## src/rtl/uart_pkg.sv

```systemverilog
// Shared types and helpers for the parametrised UART FIFO loopback.
// Holds the RX/TX state encodings, the baud divider helper and the sync depth.
package uart_pkg;

    typedef enum logic [2:0] {
        RX_IDLE,
        RX_START,
        RX_DATA,
        RX_PARITY,
        RX_STOP,
        RX_BREAK
    } rx_state_e;

    typedef enum logic [2:0] {
        TX_IDLE,
        TX_START,
        TX_DATA,
        TX_PARITY,
        TX_STOP
    } tx_state_e;

    localparam int SYNC_STAGES = 2;

    function automatic int baud_div(input int clk_freq, input int baud);
        return clk_freq / baud;
    endfunction

endpackage

```

## src/rtl/uart_sync_fifo.sv

```systemverilog
// Synchronous FIFO with registered occupancy count and full/empty flags.
// Ports: wr_en_i/wr_data_i push, rd_en_i pop, rd_data_o shows the head word,
// full_o/empty_o/count_o report occupancy. DEPTH must be a power of two.
module uart_sync_fifo #(
    parameter int WIDTH = 8,
    parameter int DEPTH = 16
) (
    input  logic                   clk,
    input  logic                   rst_n,
    input  logic                   wr_en_i,
    input  logic [WIDTH-1:0]       wr_data_i,
    input  logic                   rd_en_i,
    output logic [WIDTH-1:0]       rd_data_o,
    output logic                   full_o,
    output logic                   empty_o,
    output logic [$clog2(DEPTH):0] count_o
);

    localparam int AW = $clog2(DEPTH);
    localparam logic [AW:0] FULL_CNT = (AW+1)'(DEPTH);

    logic [WIDTH-1:0] mem_q [DEPTH];
    logic [AW-1:0]    wr_ptr_q;
    logic [AW-1:0]    rd_ptr_q;
    logic [AW:0]      count_q;
    logic [AW:0]      count_d;
    logic             do_wr;
    logic             do_rd;

    assign empty_o = (count_q == '0);
    assign full_o  = (count_q == FULL_CNT);
    assign do_rd   = rd_en_i & ~empty_o;
    // A write at full is accepted only when a read frees a slot the same cycle.
    assign do_wr   = wr_en_i & (~full_o | do_rd);

    always_comb begin
        count_d = count_q;
        unique case ({do_wr, do_rd})
            2'b10:   count_d = count_q + 1'b1;
            2'b01:   count_d = count_q - 1'b1;
            default: count_d = count_q;
        endcase
    end

    always_ff @(posedge clk or negedge rst_n) begin
        if (!rst_n) begin
            wr_ptr_q <= '0;
            rd_ptr_q <= '0;
            count_q  <= '0;
        end else begin
            if (do_wr) wr_ptr_q <= wr_ptr_q + 1'b1;
            if (do_rd) rd_ptr_q <= rd_ptr_q + 1'b1;
            count_q <= count_d;
        end
    end

    always_ff @(posedge clk) begin
        if (do_wr) mem_q[wr_ptr_q] <= wr_data_i;
    end

    assign rd_data_o = mem_q[rd_ptr_q];
    assign count_o   = count_q;

endmodule

```

## src/rtl/uart_fifo_loop_param.sv

```systemverilog
// UART loopback: RX deserialiser -> sync FIFO -> TX serialiser, in order.
// Ports: rx/tx serial lines, tx_en gate, ovf_clr, fifo_count, overflow,
// frame_err, parity_err. Define UART_PARITY_EN to add a parity bit.
module uart_fifo_loop_param
    import uart_pkg::*;
#(
    parameter int CLK_FREQ   = 50_000_000,
    parameter int BAUD       = 9600,
    parameter int DATA_BITS  = 8,
    parameter int FIFO_DEPTH = 16,
    parameter int PARITY_ODD = 0
) (
    input  logic                        clk,
    input  logic                        rst_n,
    input  logic                        rx,
    input  logic                        tx_en,
    input  logic                        ovf_clr,
    output logic                        tx,
    output logic [$clog2(FIFO_DEPTH):0] fifo_count,
    output logic                        overflow,
    output logic                        frame_err,
    output logic                        parity_err
);

    localparam int BAUD_DIV = baud_div(CLK_FREQ, BAUD);
    localparam int CW       = $clog2(BAUD_DIV);
    localparam logic [CW-1:0] DIV_M1   = CW'(BAUD_DIV - 1);
    localparam logic [CW-1:0] DIV_HALF = CW'(BAUD_DIV / 2);
    localparam logic [3:0]    LAST_BIT = 4'(DATA_BITS - 1);
    localparam logic          ODD_BIT  = 1'(PARITY_ODD);

    logic [SYNC_STAGES-1:0] sync_q;
    logic                   rx_s;
    logic                   rx_prev_q;

    rx_state_e              rx_st_q;
    logic [CW-1:0]          rx_cnt_q;
    logic [3:0]             rx_bit_q;
    logic [DATA_BITS-1:0]   rx_data_q;
    logic                   push_q;
    logic                   frame_err_q;

    tx_state_e              tx_st_q;
    logic [CW-1:0]          tx_cnt_q;
    logic [3:0]             tx_bit_q;
    logic [DATA_BITS-1:0]   tx_sh_q;
    logic                   tx_q;
    logic                   tx_load;

    logic                   overflow_q;
    logic                   ovf_set;
    logic [DATA_BITS-1:0]   fifo_rd_data;
    logic                   fifo_full;
    logic                   fifo_empty;

`ifdef UART_PARITY_EN
    logic par_bad_q;
    logic parity_err_q;
    logic tx_par_q;
    assign parity_err = parity_err_q;
`else
    logic unused_odd;
    assign unused_odd = ODD_BIT;
    assign parity_err = 1'b0;
`endif

    always_ff @(posedge clk or negedge rst_n) begin
        if (!rst_n) sync_q <= '1;
        else        sync_q <= {sync_q[SYNC_STAGES-2:0], rx};
    end

    assign rx_s = sync_q[SYNC_STAGES-1];

    always_ff @(posedge clk or negedge rst_n) begin
        if (!rst_n) begin
            rx_st_q     <= RX_IDLE;
            rx_prev_q   <= 1'b1;
            rx_cnt_q    <= '0;
            rx_bit_q    <= '0;
            rx_data_q   <= '0;
            push_q      <= 1'b0;
            frame_err_q <= 1'b0;
`ifdef UART_PARITY_EN
            par_bad_q    <= 1'b0;
            parity_err_q <= 1'b0;
`endif
        end else begin
            rx_prev_q   <= rx_s;
            push_q      <= 1'b0;
            frame_err_q <= 1'b0;
`ifdef UART_PARITY_EN
            parity_err_q <= 1'b0;
`endif
            unique case (rx_st_q)
                RX_IDLE: begin
                    if (rx_prev_q && !rx_s) begin
                        rx_cnt_q <= DIV_HALF;
                        rx_st_q  <= RX_START;
                    end
                end
                RX_START: begin
                    if (rx_cnt_q == '0) begin
                        if (!rx_s) begin
                            rx_st_q  <= RX_DATA;
                            rx_cnt_q <= DIV_M1;
                            rx_bit_q <= '0;
`ifdef UART_PARITY_EN
                            par_bad_q <= 1'b0;
`endif
                        end else begin
                            rx_st_q <= RX_IDLE;
                        end
                    end else begin
                        rx_cnt_q <= rx_cnt_q - 1'b1;
                    end
                end
                RX_DATA: begin
                    if (rx_cnt_q == '0) begin
                        rx_data_q <= {rx_s, rx_data_q[DATA_BITS-1:1]};
                        rx_cnt_q  <= DIV_M1;
                        if (rx_bit_q == LAST_BIT) begin
`ifdef UART_PARITY_EN
                            rx_st_q <= RX_PARITY;
`else
                            rx_st_q <= RX_STOP;
`endif
                        end else begin
                            rx_bit_q <= rx_bit_q + 1'b1;
                        end
                    end else begin
                        rx_cnt_q <= rx_cnt_q - 1'b1;
                    end
                end
                RX_PARITY: begin
`ifdef UART_PARITY_EN
                    if (rx_cnt_q == '0) begin
                        par_bad_q <= (^rx_data_q) ^ rx_s ^ ODD_BIT;
                        rx_cnt_q  <= DIV_M1;
                        rx_st_q   <= RX_STOP;
                    end else begin
                        rx_cnt_q <= rx_cnt_q - 1'b1;
                    end
`else
                    rx_st_q <= RX_IDLE;
`endif
                end
                RX_STOP: begin
                    if (rx_cnt_q == '0) begin
                        frame_err_q <= ~rx_s;
`ifdef UART_PARITY_EN
                        parity_err_q <= par_bad_q;
                        push_q       <= rx_s & ~par_bad_q;
`else
                        push_q       <= rx_s;
`endif
                        // A low stop bit may be a break; wait for idle line.
                        rx_st_q <= rx_s ? RX_IDLE : RX_BREAK;
                    end else begin
                        rx_cnt_q <= rx_cnt_q - 1'b1;
                    end
                end
                RX_BREAK: begin
                    if (rx_s) rx_st_q <= RX_IDLE;
                end
                default: rx_st_q <= RX_IDLE;
            endcase
        end
    end

    // The end of a stop bit doubles as an idle slot so bursts run gap-free.
    assign tx_load = tx_en & ~fifo_empty &
                     ((tx_st_q == TX_IDLE) |
                      ((tx_st_q == TX_STOP) & (tx_cnt_q == '0)));

    assign ovf_set = push_q & fifo_full & ~tx_load;

    uart_sync_fifo #(
        .WIDTH (DATA_BITS),
        .DEPTH (FIFO_DEPTH)
    ) u_fifo (
        .clk       (clk),
        .rst_n     (rst_n),
        .wr_en_i   (push_q),
        .wr_data_i (rx_data_q),
        .rd_en_i   (tx_load),
        .rd_data_o (fifo_rd_data),
        .full_o    (fifo_full),
        .empty_o   (fifo_empty),
        .count_o   (fifo_count)
    );

    always_ff @(posedge clk or negedge rst_n) begin
        if (!rst_n)       overflow_q <= 1'b0;
        else if (ovf_set) overflow_q <= 1'b1;
        else if (ovf_clr) overflow_q <= 1'b0;
    end

    always_ff @(posedge clk or negedge rst_n) begin
        if (!rst_n) begin
            tx_st_q  <= TX_IDLE;
            tx_cnt_q <= '0;
            tx_bit_q <= '0;
            tx_sh_q  <= '0;
            tx_q     <= 1'b1;
`ifdef UART_PARITY_EN
            tx_par_q <= 1'b0;
`endif
        end else begin
            if (tx_load) begin
                tx_sh_q  <= fifo_rd_data;
                tx_q     <= 1'b0;
                tx_cnt_q <= DIV_M1;
                tx_st_q  <= TX_START;
`ifdef UART_PARITY_EN
                tx_par_q <= (^fifo_rd_data) ^ ODD_BIT;
`endif
            end else begin
                unique case (tx_st_q)
                    TX_IDLE: tx_q <= 1'b1;
                    TX_START: begin
                        if (tx_cnt_q == '0) begin
                            tx_q     <= tx_sh_q[0];
                            tx_sh_q  <= tx_sh_q >> 1;
                            tx_cnt_q <= DIV_M1;
                            tx_bit_q <= '0;
                            tx_st_q  <= TX_DATA;
                        end else begin
                            tx_cnt_q <= tx_cnt_q - 1'b1;
                        end
                    end
                    TX_DATA: begin
                        if (tx_cnt_q == '0) begin
                            tx_cnt_q <= DIV_M1;
                            if (tx_bit_q == LAST_BIT) begin
`ifdef UART_PARITY_EN
                                tx_q    <= tx_par_q;
                                tx_st_q <= TX_PARITY;
`else
                                tx_q    <= 1'b1;
                                tx_st_q <= TX_STOP;
`endif
                            end else begin
                                tx_q     <= tx_sh_q[0];
                                tx_sh_q  <= tx_sh_q >> 1;
                                tx_bit_q <= tx_bit_q + 1'b1;
                            end
                        end else begin
                            tx_cnt_q <= tx_cnt_q - 1'b1;
                        end
                    end
                    TX_PARITY: begin
                        if (tx_cnt_q == '0) begin
                            tx_q     <= 1'b1;
                            tx_cnt_q <= DIV_M1;
                            tx_st_q  <= TX_STOP;
                        end else begin
                            tx_cnt_q <= tx_cnt_q - 1'b1;
                        end
                    end
                    TX_STOP: begin
                        if (tx_cnt_q == '0) tx_st_q  <= TX_IDLE;
                        else                tx_cnt_q <= tx_cnt_q - 1'b1;
                    end
                    default: tx_st_q <= TX_IDLE;
                endcase
            end
        end
    end

    assign tx        = tx_q;
    assign overflow  = overflow_q;
    assign frame_err = frame_err_q;

endmodule

```

## config.mk

```make
export PLATFORM = sky130hd
export DESIGN_NAME = uart_fifo_loop_param
export DESIGN_NICKNAME = d
export VERILOG_FILES = /design/src/rtl/uart_pkg.sv /design/src/rtl/uart_sync_fifo.sv /design/src/rtl/uart_fifo_loop_param.sv
export SDC_FILE = /design/constraint.sdc
export NUM_CORES = 1
export LEC_CHECK = 0
export CELL_PAD_IN_SITES_DETAIL_PLACEMENT = 0
export CELL_PAD_IN_SITES_GLOBAL_PLACEMENT = 1
export CORE_UTILIZATION = 57
export DETAILED_ROUTE_END_ITERATION = 12
export DONT_BUFFER_PORTS = 1
export PLACE_DENSITY_LB_ADDON = 0.1
export SLEW_MARGIN = 20
export SYNTH_ARGS = -nofsm -noshare
export SYNTH_HDL_FRONTEND = slang
export SYNTH_HIERARCHICAL = 1
export SYNTH_SLANG_ARGS = --single-unit
```

## constraint.sdc

```tcl
create_clock -name clk -period 8.1 [get_ports clk]
set_input_delay 1.215 -clock clk [delete_from_list [all_inputs] [get_ports clk]]
set_output_delay 1.215 -clock clk [all_outputs]
set_load 0.01 [all_outputs]
```

==> flow_metrics.py, run 1 <==
metrics = {
    "synth": {
        "async_flop_share_pct": 37.3,
        "ys_warn_count": 6,
        "syn-mean-instance-area_um2": 13.0,
        "yosys.area.top_type": "edfxtp_1",
        "synth_edf_count": 128,
        "seq_area_frac_synth_pct": 60.1,
        "synthesis.nets": 758,
        "synthTopCellsByCount": "128 x edfxtp_1, 72 x dfrtp_1, 44 x nand2_1, 42 x o21ai_0, 39 x a21oi_1",
        "ys_seq_elements": 204,
        "ys_types": 89,
        "syn_area_mm2": 0.00957,
        "synth_most_common_cell": "edfxtp_1",
        "synth_top_area_share_pct": 40.1,
        "yosys_most_used_dff": "edfxtp_1",
        "synthTopCellsByArea": "edfxtp_1 40%, dfrtp_1 19%, mux4_2 3.8%, mux2i_1 2.8%, mux2_2 2.4%",
        "netlist_instances": 738,
    },
    "cells_and_area": {
        "nNetsFinal": 749,
        "n_antenna_cell": 0,
        "fillers": 1262,
        "drive_gt1_share_pct": 13.4,
        "area_growth_pct": 8.22,
        "fin_util_pct": 62.9,
    },
    "job": {
        "drv_cap": 0,
    },
    "power_and_ir_drop": {
        "p_per_area_mw_per_mm2": 293,
        "leakage_uw": 0.00382,
        "worst_ir_drop_vdd_mv": 0.174,
        "total_power_uw": 3030,
    },
    "cts": {
        "cts_num_sinks": 204,
        "clockBufferDepth": 3,
        "htree_levels": 1,
        "clkSlewWorstSetupHoldPaths_ns": 0.06,
        "cts_tree": "done",
        "root_buffer": "clkbuf_16",
        "clock_latency_ns": 0.50,
        "hold_buffers": 0,
        "cts-buffers-inserted": 22,
        "cts_resized": 0,
        "cts_setup_buffers": 0,
    },
    "worst_setup_path": {
        "worstPathCellList": "inv_1 -> ha_1 -> nor3b_1 -> nand3_1 -> o21ai_2 -> nand2_1 -> clkinv_1 -> nor2b_1 -> ha_1 -> inv_1 -> fa_1 -> nor2b_1 -> o21ai_0 -> nand3_1 -> or3b_1 -> xnor2_1",
        "arrival_ns": 5.05,
        "slowest_delay_ns": 0.60,
        "required_ns": 8.48,
        "critPathKind": "reg2reg",
        "crit_path_start_kind": "flop",
        "cp_max_fo": 16,
        "crit_slowest_cell": "nand3_1",
        "end_kind": "flop",
    },
    "timing": {
        "period_share_pct": 57.7,
        "tightest_slew_ns": 0.958,
        "finClkSkew_ns": 0.00976,
        "period_minus_slack_ns": 4.67,
        "slew_headroom_pct": 35.6,
        "setup_viol": 0,
        "final.setup.tns_ns": 0,
        "drv_slew": 0,
        "fmax_mhz": 214,
        "hold_viol_final": 0,
        "holdWs_ns": 0.362,
        "setup_ws_ns": 3.43,
        "rsz0062_at_grt": "no",
    },
    "min_path": {
        "hp-class": "reg2reg",
    },
    "global_route": {
        "antenna_found_initial": 0,
        "grt_overflow_total": 0,
        "grt_max_degree": 77,
        "grt_usage_pct": 23.1,
        "grt_first_pass_wirelength_um": 31600,
        "first_global_vias": 5846,
    },
    "drt": {
        "routed_wl_um": 19600,
        "vias": 6049,
        "avgViaCountPerCell": 6.27,
        "final_antenna_net_count": 0,
        "drt-pass1-iter-count": 6,
        "drt-initial-drc-count": 535,
        "avgRoutedWirePerCell_um": 20.3,
        "drc": 0,
    },
    "die": {
        "dieArea_mm2": 0.0173,
        "design.core.area_mm2": 0.0165,
        "die-height_um": 132,
        "start_util_pct": 58.1,
        "num_rows": 47,
        "ios": 14,
        "chipWidth_um": 132,
    },
    "place": {
        "hpwl_um": 13000,
        "port_buffers": 0,
        "routabilityCongestion": 0.889,
        "dp_slack_ns": 3.47,
    },
    "outcome": {
        "status": "finished clean",
    },
}
metrics by stage:
stage | std cells | instance area, um2
detailed placement | 925 | 9640
global route | 965 | 10400
CTS | 965 | 10400
global placement | 925 | 9640
floorplan | 738 | 9570
finish | 965 | 10400
flip-flops by register name, indices dropped and copies added, names as in the netlist, 2 cells and up:
signal,cells
tx_st_q,3
rx_cnt_q,13
tx_bit_q,4
rx_st_q,3
sync_q,2
tx_cnt_q,13
u_fifo/rd_ptr_q,4
rx_bit_q,4
u_fifo/count_o,5
u_fifo/wr_ptr_q,4
rx_data_q,8
tx_sh_q,8
u_fifo/mem_q,128
worst paths after layout:
check                               endpoint  slack (ns)         from  cells past startpoint
max                        u_fifo/count_o[4]        3.43  tx_cnt_q[0]                     16
min                                sync_q[1]        0.36    sync_q[0]                      0
max reg2reg                u_fifo/count_o[4]        3.43  tx_cnt_q[0]                     16
min reg2reg                        sync_q[1]        0.36    sync_q[0]                      0
max in group asynchronous          sync_q[1]        7.48        rst_n                      0
min in group asynchronous        tx_bit_q[0]        0.41        rst_n                      0
cells in the final DEF (no fill, tap or decap), types with 4 or more instances in the layout:
| cell type | n |
|---|---|
| clkbuf_8 | 6 |
| a221o_1 | 8 |
| nor3b_1 | 5 |
| nor3_1 | 27 |
| a22oi_1 | 9 |
| nand2b_1 | 5 |
| o211ai_1 | 7 |
| dfrtp_1 | 71 |
| a21o_1 | 8 |
| a221oi_1 | 10 |
| ha_1 | 14 |
| clkbuf_1 | 6 |
| a22o_1 | 6 |
| o22ai_1 | 6 |
| o31ai_1 | 9 |
| xnor2_1 | 9 |
| mux2_2 | 20 |
| inv_1 | 24 |
| nand3_1 | 12 |
| nor2_1 | 33 |
| mux4_2 | 16 |
| and2_1 | 23 |
| nor4_1 | 7 |
| a21oi_1 | 39 |
| o21ai_0 | 42 |
| nand2_1 | 44 |
| dfstp_2 | 4 |
| clkbuf_16 | 22 |
| mux2i_1 | 27 |
| edfxtp_1 | 128 |
| or3_1 | 4 |
| nor2b_1 | 6 |
cell type report:
| type | count | area (um2) | area share, % |
|---|---|---|---|
| sequential | 204 | 5750 | 55.5 |
| tap | 220 | 275 | 2.66 |
| clock inverter | 6 | 63.8 | 0.616 |
| clock buffer | 34 | 656 | 6.33 |
| multi-input combinational | 472 | 3490 | 33.7 |
| inverter | 26 | 97.6 | 0.942 |
| timing repair buffer | 3 | 22.5 | 0.217 |
power by group:
part           total (uW)  internal (uW)  switching, uW  leakage (uW)
logic                 717            325            393       0.00130
registers            1340           1190            151       0.00216
clock network         976            588            388      0.000353
total                3030           2100            931       0.00382
routing by layer:
metal	global-route usage, %	up-vias	share of wire [%]
met4	5.94	0	1.7
met5	0	-	0
met3	3.63	25	5.7
met2	36.0	194	47
met1	34.0	3014	46
li1	-	2816	-
cell families after synthesis:
family	synth area share, %
AND/OR/NAND/NOR	11.2
AO/OA/AOI/OAI	13.0
XOR/XNOR	1.10
buffers and inverters	3.44
other	0.0392
adder cells (fa/ha/maj)	2.04
flip-flops	60.1
multiplexers	9.10
critical path, delay by kind of cell, from the launching register on:
kind	cells	cell delay [ns]
compound gates	2	0.47
flops	1	0.41
buf+inv	3	0.37
xor+xnor	1	0.13
fa+ha+maj	3	0.94
simple gates	7	2.22
Note: power is estimated with default switching activity, not from simulation.
==> inputs of run 2 (changes only) <==
--- a/config.mk
+++ b/config.mk
@@ -7,7 +7,7 @@
 export LEC_CHECK = 0
 export CELL_PAD_IN_SITES_DETAIL_PLACEMENT = 0
 export CELL_PAD_IN_SITES_GLOBAL_PLACEMENT = 1
-export CORE_UTILIZATION = 57
+export CORE_UTILIZATION = 53
 export DETAILED_ROUTE_END_ITERATION = 12
 export DONT_BUFFER_PORTS = 1
 export PLACE_DENSITY_LB_ADDON = 0.1
==> constraint.sdc (replaced) <==
create_clock -name clk -period 4.8 [get_ports clk]
set_input_delay 0.72 -clock clk [delete_from_list [all_inputs] [get_ports clk]]
set_output_delay 0.72 -clock clk [all_outputs]
set_load 0.01 [all_outputs]
==> run 2 against run 1 <==
Cell count is 0.83% higher. Routed wire length is 2.4% higher. Clock power is 76% higher. Setup slack worse by 2.6 ns. Sequential cell count stayed put. Maximum frequency is 17% higher. First-iteration DRC count is 0.75% lower. Clock skew is 0.018 ns higher. Core utilization is 3.1 points lower.
==> flow_metrics.py, run 2 (synthesis gave the netlist of run 1 again) <==
metrics = {
    "cts": {
        "clkSlewWorstSetupHoldPaths_ns": 0.06,
        "htree_levels": 1,
        "cts-buffers-inserted": 22,
        "clockBufferDepth": 3,
        "root_buffer": "clkbuf_16",
        "cts_setup_buffers": 0,
        "cts_num_sinks": 204,
        "cts_resized": 0,
        "cts_tree": "done",
        "hold_buffers": 1,
        "clock_latency_ns": 0.51,
    },
    "place": {
        "port_buffers": 0,
        "hpwl_um": 13300,
        "dpl_cell_area_mm2": 0.00968,
        "dp_cells": 932,
        "routabilityCongestion": 0.828,
    },
    "global_route": {
        "grt_util_met1_pct": 33.9,
        "grt_overflow_total": 0,
        "first_global_vias": 5788,
        "antenna_found_initial": 0,
        "grt_max_degree": 73,
        "met2_usage_pct": 34.2,
        "use_met3_pct": 3.73,
        "grt_usage_pct": 22.5,
        "top_usage_layer": "met2",
        "grt_first_pass_wirelength_um": 32100,
    },
    "timing": {
        "period_share_pct": 83.4,
        "setup_viol": 0,
        "drv_slew": 0,
        "period_minus_slack_ns": 4.01,
        "tightest_slew_ns": 0.973,
        "finClkSkew_ns": 0.0273,
        "final.setup.tns_ns": 0,
        "hold_viol_final": 0,
        "slew_headroom_pct": 34.2,
        "holdWs_ns": 0.0532,
        "fmax_mhz": 250,
        "rsz0062_at_grt": "no",
    },
    "die": {
        "start_util_pct": 54.8,
        "design.core.area_mm2": 0.0175,
        "dieArea_mm2": 0.0186,
        "ios": 14,
        "chipWidth_um": 136,
        "die-height_um": 136,
        "num_rows": 48,
    },
    "worst_setup_path": {
        "crit_slowest_cell": "dfrtp_1",
        "end_kind": "flop",
        "required_ns": 5.17,
        "arrival_ns": 4.38,
        "cp_num_buf_inv": 3,
        "cp_max_fo": 9,
        "worstPathCellList": "nor4_2 -> and2b_1 -> nand2b_1 -> nor2_1 -> nand2_1 -> clkinv_1 -> o21a_4 -> inv_2 -> ha_1 -> inv_1 -> fa_1 -> nor2b_1 -> o21ai_0 -> nand3_1 -> or3b_1 -> xnor2_1",
        "slowest_delay_ns": 0.47,
        "crit_path_start_kind": "flop",
        "cpLargestDelayFamily": "simple AND/OR/NAND/NOR gates",
        "critPathKind": "reg2reg",
    },
    "cells_and_area": {
        "fin_util_pct": 59.8,
        "nNetsFinal": 752,
        "largest_register": "u_fifo/mem_q",
        "layout.cells.non_filler": 973,
        "top_regs": "u_fifo/mem_q (128), rx_cnt_q (13), tx_cnt_q (13)",
        "most-common-layout-cells": "128 x edfxtp_1, 71 x dfrtp_1, 44 x nand2_1, 42 x o21ai_0, 39 x a21oi_1",
        "design_area_mm2": 0.0105,
        "largest_reg_flops": 128,
        "mostFrequentLayoutCell": "edfxtp_1",
        "n_antenna_cell": 0,
        "drive_gt1_share_pct": 14.3,
        "area_growth_pct": 9.19,
    },
    "drt": {
        "drc": 0,
        "drt-initial-drc-count": 531,
        "drt-pass1-iter-count": 5,
        "routed_wl_um": 20000,
        "vias": 6077,
        "final_antenna_net_count": 0,
        "avgRoutedWirePerCell_um": 20.6,
        "avgViaCountPerCell": 6.25,
    },
    "outcome": {
        "status": "finished clean",
    },
    "power_and_ir_drop": {
        "leakage_uw": 0.00387,
        "p_per_area_mw_per_mm2": 501,
        "worst_ir_drop_vdd_mv": 0.317,
    },
    "job": {
        "drv_cap": 0,
    },
    "min_path": {
        "hp-class": "in2async",
    },
}
[run 2: cell count changes in the layout (fill, tap and decap cells not counted), sizes merged]
cell      before  now
buf            3    6
clkbuf        34   28
clkinvlp       0    1
bufinv         1    3
clkinv         6    9
[run 2: metal layers]
metal,wire length [um],share of wire [%]
met5,0,0
met4,269,1.3
met3,1210,6.0
met2,9350,47
met1,9210,46
[run 2: worst paths after layout]
check | start | endpoint | slack (ns) | depth (start not counted)
min in group clk | rx | sync_q[0] | 0.20 | 0
max reg2reg | u_fifo/count_o[0] | u_fifo/count_o[4] | 0.79 | 16
min reg2reg | sync_q[0] | sync_q[1] | 0.36 | 0
min | rst_n | sync_q[1] | 0.05 | 0
max | u_fifo/count_o[0] | u_fifo/count_o[4] | 0.79 | 16
max in group asynchronous | rst_n | u_fifo/rd_ptr_q[0] | 4.38 | 1
[run 2: final cells by class]
class,instances,area [um2]
clock buffers,28,603
clock inverters,12,148
repair buffers,6,77.6
flip-flops and latches,204,5750
multi-input cells,472,3490
inverters,26,97.6
well taps,225,282
fillers,1383,7020
[run 2: where the power goes]
part	switching, uW	internal, uW	leakage (uW)
registers	260	2000	0.00216
clock network	670	1050	0.000371
logic	687	565	0.00133
total	1620	3620	0.00387
[run 2: metrics by stage]
step,total power [uW],setup slack [ns]
finish,5240,0.795
global route,5490,0.483
CTS,5280,0.803
detailed placement,3530,0.823
global placement,3500,0.945
floorplan,3260,1.14
